<file path="src/rtl/text_pkg.sv">
// rtl/text_pkg.sv - shared constants, cell layout and FSM state type for the text buffer arbiter
package text_pkg;

    localparam int COLS      = 80;
    localparam int ROWS      = 60;
    localparam int CELLS     = COLS * ROWS;
    localparam int ADDR_W    = 13;
    localparam int DATA_W    = 14;
    localparam int HL_BIT    = 13;
    localparam int COL_LSB   = 7;
    localparam int ASCII_LSB = 0;
    localparam int BLINK_DIV = 25000000;

    localparam logic [DATA_W-1:0] CLR_WORD = 14'h0020;

    typedef enum logic {
        IDLE  = 1'b0,
        CLEAR = 1'b1
    } state_t;

endpackage

</file>
<file path="src/rtl/text_cell_addr.sv">
// rtl/text_cell_addr.sv - combinational (cx, cy) to linear cell address with range flag
module text_cell_addr
    import text_pkg::*;
(
    input  logic [6:0]        cx,
    input  logic [5:0]        cy,
    output logic [ADDR_W-1:0] addr,
    output logic              in_range
);

    // The product is formed at ADDR_W width; COLS*ROWS fits, so in-range cells never wrap.
    assign addr     = ADDR_W'(cy) * ADDR_W'(COLS) + ADDR_W'(cx);
    assign in_range = (cx < 7'(COLS)) && (cy < 6'(ROWS));

endmodule

</file>
<file path="src/rtl/text_buf_arbiter.sv">
// rtl/text_buf_arbiter.sv - char RAM arbiter: renderer reads, writer handshake, clear sweep (optional CURSOR_EN)
module text_buf_arbiter
    import text_pkg::*;
(
    input  logic              clk,
    input  logic              reset,
    input  logic              rd_req,
    input  logic [6:0]        rd_cx,
    input  logic [5:0]        rd_cy,
    output logic              rd_valid,
    output logic [DATA_W-1:0] rd_data,
    input  logic              wr_valid,
    output logic              wr_ready,
    input  logic [6:0]        wr_cx,
    input  logic [5:0]        wr_cy,
    input  logic [DATA_W-1:0] wr_data,
    output logic              wr_drop,
    input  logic              clr_start,
    output logic              clr_busy,
    output logic [ADDR_W-1:0] mem_addr,
    output logic              mem_we,
    output logic [DATA_W-1:0] mem_wdata,
    input  logic [DATA_W-1:0] mem_rdata
);

    state_t              state;
    state_t              state_next;
    logic [ADDR_W-1:0]   clr_addr;
    logic                clr_issue;
    logic                clr_last;
    logic                wr_fire;

    logic [ADDR_W-1:0]   rd_addr;
    logic                rd_in;
    logic [ADDR_W-1:0]   wr_addr;
    logic                wr_in;

    logic                rd_p1;
    logic                rd_p1_oor;
    logic                rd_p2;
    logic                rd_p2_oor;
    logic [DATA_W-1:0]   hl_mask;

    text_cell_addr u_rd_addr (
        .cx       (rd_cx),
        .cy       (rd_cy),
        .addr     (rd_addr),
        .in_range (rd_in)
    );

    text_cell_addr u_wr_addr (
        .cx       (wr_cx),
        .cy       (wr_cy),
        .addr     (wr_addr),
        .in_range (wr_in)
    );

    // The renderer always wins; the writer only gets free cycles while no sweep runs.
    assign wr_ready = (state == IDLE) & ~rd_req;
    assign wr_fire  = wr_valid & wr_ready;
    assign clr_busy = (state == CLEAR);
    assign clr_last = (clr_addr == ADDR_W'(CELLS - 1));

    // State register.
    always_ff @(posedge clk) begin
        if (reset) begin
            state <= IDLE;
        end else begin
            state <= state_next;
        end
    end

    // Next state and clear-write grant; the sweep stalls on renderer cycles.
    always_comb begin
        state_next = state;
        clr_issue  = 1'b0;
        case (state)
            IDLE: begin
                if (clr_start) begin
                    state_next = CLEAR;
                end
            end
            CLEAR: begin
                if (!rd_req) begin
                    clr_issue = 1'b1;
                    if (clr_last) begin
                        state_next = IDLE;
                    end
                end
            end
            default: state_next = IDLE;
        endcase
    end

    // RAM port mux, clear address counter and the fixed two-stage read return pipe.
    always_ff @(posedge clk) begin
        if (reset) begin
            mem_addr  <= '0;
            mem_we    <= 1'b0;
            mem_wdata <= '0;
            wr_drop   <= 1'b0;
            clr_addr  <= '0;
            rd_p1     <= 1'b0;
            rd_p1_oor <= 1'b0;
            rd_p2     <= 1'b0;
            rd_p2_oor <= 1'b0;
            rd_valid  <= 1'b0;
            rd_data   <= '0;
        end else begin
            mem_we  <= 1'b0;
            wr_drop <= 1'b0;
            if (rd_req) begin
                // Out-of-range reads leave the RAM untouched and return CLR_WORD later.
                if (rd_in) begin
                    mem_addr <= rd_addr;
                end
            end else if (clr_issue) begin
                mem_we    <= 1'b1;
                mem_addr  <= clr_addr;
                mem_wdata <= CLR_WORD;
                clr_addr  <= clr_last ? '0 : clr_addr + 1'b1;
            end else if (wr_fire) begin
                if (wr_in) begin
                    mem_we    <= 1'b1;
                    mem_addr  <= wr_addr;
                    mem_wdata <= wr_data;
                end else begin
                    wr_drop <= 1'b1;
                end
            end

            rd_p1     <= rd_req;
            rd_p1_oor <= ~rd_in;
            rd_p2     <= rd_p1;
            rd_p2_oor <= rd_p1_oor;
            rd_valid  <= rd_p2;
            if (rd_p2) begin
                rd_data <= rd_p2_oor ? CLR_WORD : (mem_rdata ^ hl_mask);
            end
        end
    end

`ifdef CURSOR_EN
    localparam int BLINK_W = $clog2(BLINK_DIV);

    logic [6:0]         cur_cx;
    logic [5:0]         cur_cy;
    logic [BLINK_W-1:0] blink_cnt;
    logic               blink_phase;
    logic               rd_p1_hit;
    logic               rd_p2_hit;

    // Cursor follows the writer; a sweep homes it to (0,0).
    always_ff @(posedge clk) begin
        if (reset) begin
            cur_cx <= '0;
            cur_cy <= '0;
        end else if (state == IDLE && state_next == CLEAR) begin
            cur_cx <= '0;
            cur_cy <= '0;
        end else if (wr_fire && wr_in) begin
            if (wr_cx == 7'(COLS - 1)) begin
                cur_cx <= '0;
                cur_cy <= (wr_cy == 6'(ROWS - 1)) ? '0 : wr_cy + 1'b1;
            end else begin
                cur_cx <= wr_cx + 1'b1;
                cur_cy <= wr_cy;
            end
        end
    end

    // Blink phase toggles every BLINK_DIV cycles.
    always_ff @(posedge clk) begin
        if (reset) begin
            blink_cnt   <= '0;
            blink_phase <= 1'b0;
        end else if (blink_cnt == BLINK_W'(BLINK_DIV - 1)) begin
            blink_cnt   <= '0;
            blink_phase <= ~blink_phase;
        end else begin
            blink_cnt <= blink_cnt + 1'b1;
        end
    end

    // Cursor hit is decided at request time and travels alongside the read.
    always_ff @(posedge clk) begin
        if (reset) begin
            rd_p1_hit <= 1'b0;
            rd_p2_hit <= 1'b0;
        end else begin
            rd_p1_hit <= rd_req & rd_in & blink_phase & (rd_cx == cur_cx) & (rd_cy == cur_cy);
            rd_p2_hit <= rd_p1_hit;
        end
    end

    assign hl_mask = DATA_W'(rd_p2_hit) << HL_BIT;
`else
    assign hl_mask = '0;
`endif

endmodule

</file>
<file path="config.mk">
export PLATFORM = sky130hd
export DESIGN_NAME = text_buf_arbiter
export DESIGN_NICKNAME = d
export VERILOG_FILES = /design/src/rtl/text_pkg.sv /design/src/rtl/text_cell_addr.sv /design/src/rtl/text_buf_arbiter.sv
export SDC_FILE = /design/constraint.sdc
export NUM_CORES = 1
export LEC_CHECK = 0
export CORE_MARGIN = 4
export CORE_UTILIZATION = 42
export CTS_BUF_LIST = sky130_fd_sc_hd__clkbuf_4 sky130_fd_sc_hd__clkbuf_8 sky130_fd_sc_hd__clkbuf_16
export DETAILED_ROUTE_END_ITERATION = 10
export PLACE_DENSITY = 0.76
export SETUP_SLACK_MARGIN = 0.2
export SLEW_MARGIN = 0
export SYNTH_ARGS = -nofsm -noshare
export SYNTH_HDL_FRONTEND = slang
export SYNTH_SLANG_ARGS = --single-unit
</file>
<file path="constraint.sdc">
create_clock -name clk -period 2.45 [get_ports clk]
set_input_delay 0.3675 -clock clk [delete_from_list [all_inputs] [get_ports clk]]
set_output_delay 0.3675 -clock clk [all_outputs]
set_load 0.05 [all_outputs]
</file>
==> results.py <==
metrics = {
    "outcome": {
        "outcome": "finished, final reports clean",
    },
    "sta": {
        "timing.hold.ws_ps": 435.1,
        "layout_min_cycle_time_ps": 2185,
        "finalSetupViolations": 0,
        "slew_headroom_pct": 40.96,
        "hold_violations": 0,
        "rsz0062_at_grt": "false",
        "max_freq_mhz": 457.6,
        "finalCritPeriodShare_pct": 89.19,
        "tightestPinTransition_ps": 883.8,
        "final_max_slew_viol_count": 0,
        "skew_ps": 3.877,
    },
    "global_routing": {
        "grt_pass1_wl_microns": 15030,
        "overflow": 0,
        "grt_util_all_layers_pct": 19.63,
        "grt_max_degree": 28,
        "grt_pass1_vias": 3089,
        "grt_antenna_before_repair": 0,
    },
    "die": {
        "core_region_area_sq_um": 7727,
        "dieArea_sq_um": 9399,
        "io_pins": 105,
        "die_w_microns": 96.95,
        "initial_core_util_pct": 43.01,
        "die_height_microns": 96.95,
        "row_count": 32,
    },
    "worst_setup_path": {
        "max_stage_delay_ps": 390,
        "required_ps": 2690,
        "path_delay_family": "adder cells",
        "path_cells": "clkbuf_2, ha_4, ha_4, fa_2, a21o_2, a21oi_2, xor2_1, buf_4, nor3_4, a41oi_2, a211oi_1",
        "arrival_ps": 2420,
        "timing.rr.start": "clr_busy",
        "cp_slowest_cell": "fa_2",
        "critPathBufInv": 2,
        "cp-end-kind": "flip-flop",
        "critical_path_class": "input port to flip-flop",
        "cp-startpoint": "wr_cy[3]",
        "path_common_cell": "ha_4",
        "path_max_fanout": 3,
        "worst_setup_path_start_kind": "input port",
    },
    "logic_synthesis": {
        "syn_area_per_cell_sq_um": 8.499,
        "yosys.area.top_type_share_pct": 37.35,
        "ys_warn_count": 0,
        "synth_cell_type_count": 49,
        "synth_seq_cells": 62,
        "syn-instance-count": 391,
        "netlist_area_sq_um": 3323,
        "syn_nets": 477,
        "synth_area_leaders": "dfxtp_1 37%, ha_1 8.7%, a21oi_1 6.0%, nor2_1 5.6%, nor2b_1 4.3%",
        "yosysTopAreaCell": "dfxtp_1",
        "synth-seq-area-share_pct": 37.35,
    },
    "routing": {
        "routed_via_density": 5.163,
        "drtIter0Drc": 150,
        "vias": 3237,
        "drcViolationCount": 0,
        "ant_nets": 0,
        "detail_route.wirelength_microns": 9409,
        "firstDrtPassIters": 4,
        "wl_per_cell_microns": 15.01,
    },
    "clocking": {
        "cts_root_buffer": "clkbuf_8",
        "numClockSinks": 62,
        "cts_tree": "done",
        "clk_pin_slew_worst_paths_ps": 70,
        "clk_latency_ps": 330,
        "cts_buffer_depth": 2,
        "numCtsBuffers": 9,
        "htree_levels": 3,
    },
    "hold_path": {
        "hold_class": "input port to flip-flop",
        "worstHoldStart": "rd_cy[2]",
    },
    "finish": {
        "syn2layout_area_growth_pct": 50.90,
        "stdcell_count": 627,
        "drive_above_1_share_pct": 17.52,
        "fillers": 647,
        "n_antenna_cell": 0,
        "final_common_cell": "clkdlybuf4s50_1",
        "finalInstanceArea_sq_um": 5015,
        "nNetsFinal": 606,
        "final_cell_mix": "90 x clkdlybuf4s50_1, 62 x dfxtp_1, 49 x nor2_1",
    },
    "flow_run": {
        "max-cap-violations": 0,
    },
    "placed_design": {
        "placed_cells_incl_taps": 609,
        "dpl-instance-area_sq_um": 4667,
        "dpl.hpwl_microns": 7078,
        "gp_congestion": 0.8474,
        "io_buffers": 104,
    },
    "pwr": {
        "p_leak_nw": 2.005,
        "power-per-cell-area_nw_per_um2": 559.6,
        "power_w": 0.002806,
        "vdd_ir_drop_max_uv": 285.8,
    },
}
[state kept, by name, summed over array words and instances (netlist names)]
register / count
rd_p2_oor: 1
mem_wdata: 14
rd_valid: 1
clr_busy: 1
mem_we: 1
rd_p1_oor: 1
rd_p2: 1
rd_data: 14
wr_drop: 1
rd_p1: 1
mem_addr: 13
clr_addr: 13
[logic make-up after synthesis]
group	after synthesis	synth area share, %
mux	12	3.652
buf+inv	25	3.125
xor+xnor	27	7.342
fa+ha+maj	27	11.07
simple gates	159	22.93
flops	62	37.35
compound gates	79	14.53
[worst paths after layout]
kind	endpoint	slack, ps	cells past startpoint
max	mem_addr[12]	260	11
min	rd_p1_oor	440	3
max reg2reg	clr_addr[12]	550	6
min reg2reg	rd_p2	450	1
[area by class of cell]
| class | instances | area, sq um | area share (%) |
|---|---|---|---|
| Tap cell | 102 | 127.6 | 2.545 |
| Clock buffer | 13 | 172.7 | 3.443 |
| Multi-Input combinational cell | 304 | 2166 | 43.19 |
| Inverter | 6 | 22.52 | 0.4491 |
| Clock inverter | 3 | 17.52 | 0.3493 |
| Sequential cell | 62 | 1241 | 24.75 |
| Timing Repair Buffer | 137 | 1267 | 25.27 |
[power breakdown]
| group | switching (W) | leakage (nW) | internal [W] |
|---|---|---|---|
| combinational | 0.000474 | 1.40 | 0.000412 |
| clock | 0.000378 | 0.0988 | 0.000458 |
| sequential | 0.0000289 | 0.505 | 0.00106 |
| total | 0.000881 | 2.01 | 0.00193 |
[stage by stage]
step	util, %	TNS [ps]	setup WS (ps)
finish	64.90	0	264.9
floorplan	-	0	207.1
global placement	60.40	-1255	-362.6
CTS	64.57	0	202.3
global route	64.90	0	221.7
detailed placement	60.40	-1651	-453.6
[metal layers]
metal  GRT usage, %  routed length [microns]
met5              0                        0
met4          4.644                       50
met3          5.912                      715
met2          33.86                     4527
met1          23.95                     4116
[synthesized netlist by cell type (all sizes together)]
master and instances:
a211oi 5, a21o 7, a21oi 40, a221oi 2, a22oi 1, a31o 1
a31oi 2, a41oi 1, and2 1, and3 3, buf 7, clkbuf 12
dfxtp 62, fa 4, ha 23, inv 6, mux2 1, mux2i 11
nand2 34, nand2b 1, nand3 24, nand3b 1, nand4 8, nand4bb 1
nor2 52, nor2b 23, nor3 6, nor3b 1, nor4 2, o211a 1
o211ai 5, o21ai 10, o21bai 1, o22ai 1, o311a 1, o31a 1
or2 1, or3 1, xnor2 11, xor2 16
[timing repair]
item	4_1_cts	5_1_grt
pin swaps	14	15
hold buffers	0	0
gates resized for setup	25	22
setup endpoints to repair	5	3
buffers inserted	2	0
[worst reg2reg max path: stages (launching register included)]
cell and delay (ps):
dfxtp_1 590, nor2b_1 420, nand2_1 140, nor2_1 280
nand3_1 140, xor2_1 160, nor2_1 60
No activity file was read; power rests on OpenSTA's default activity.
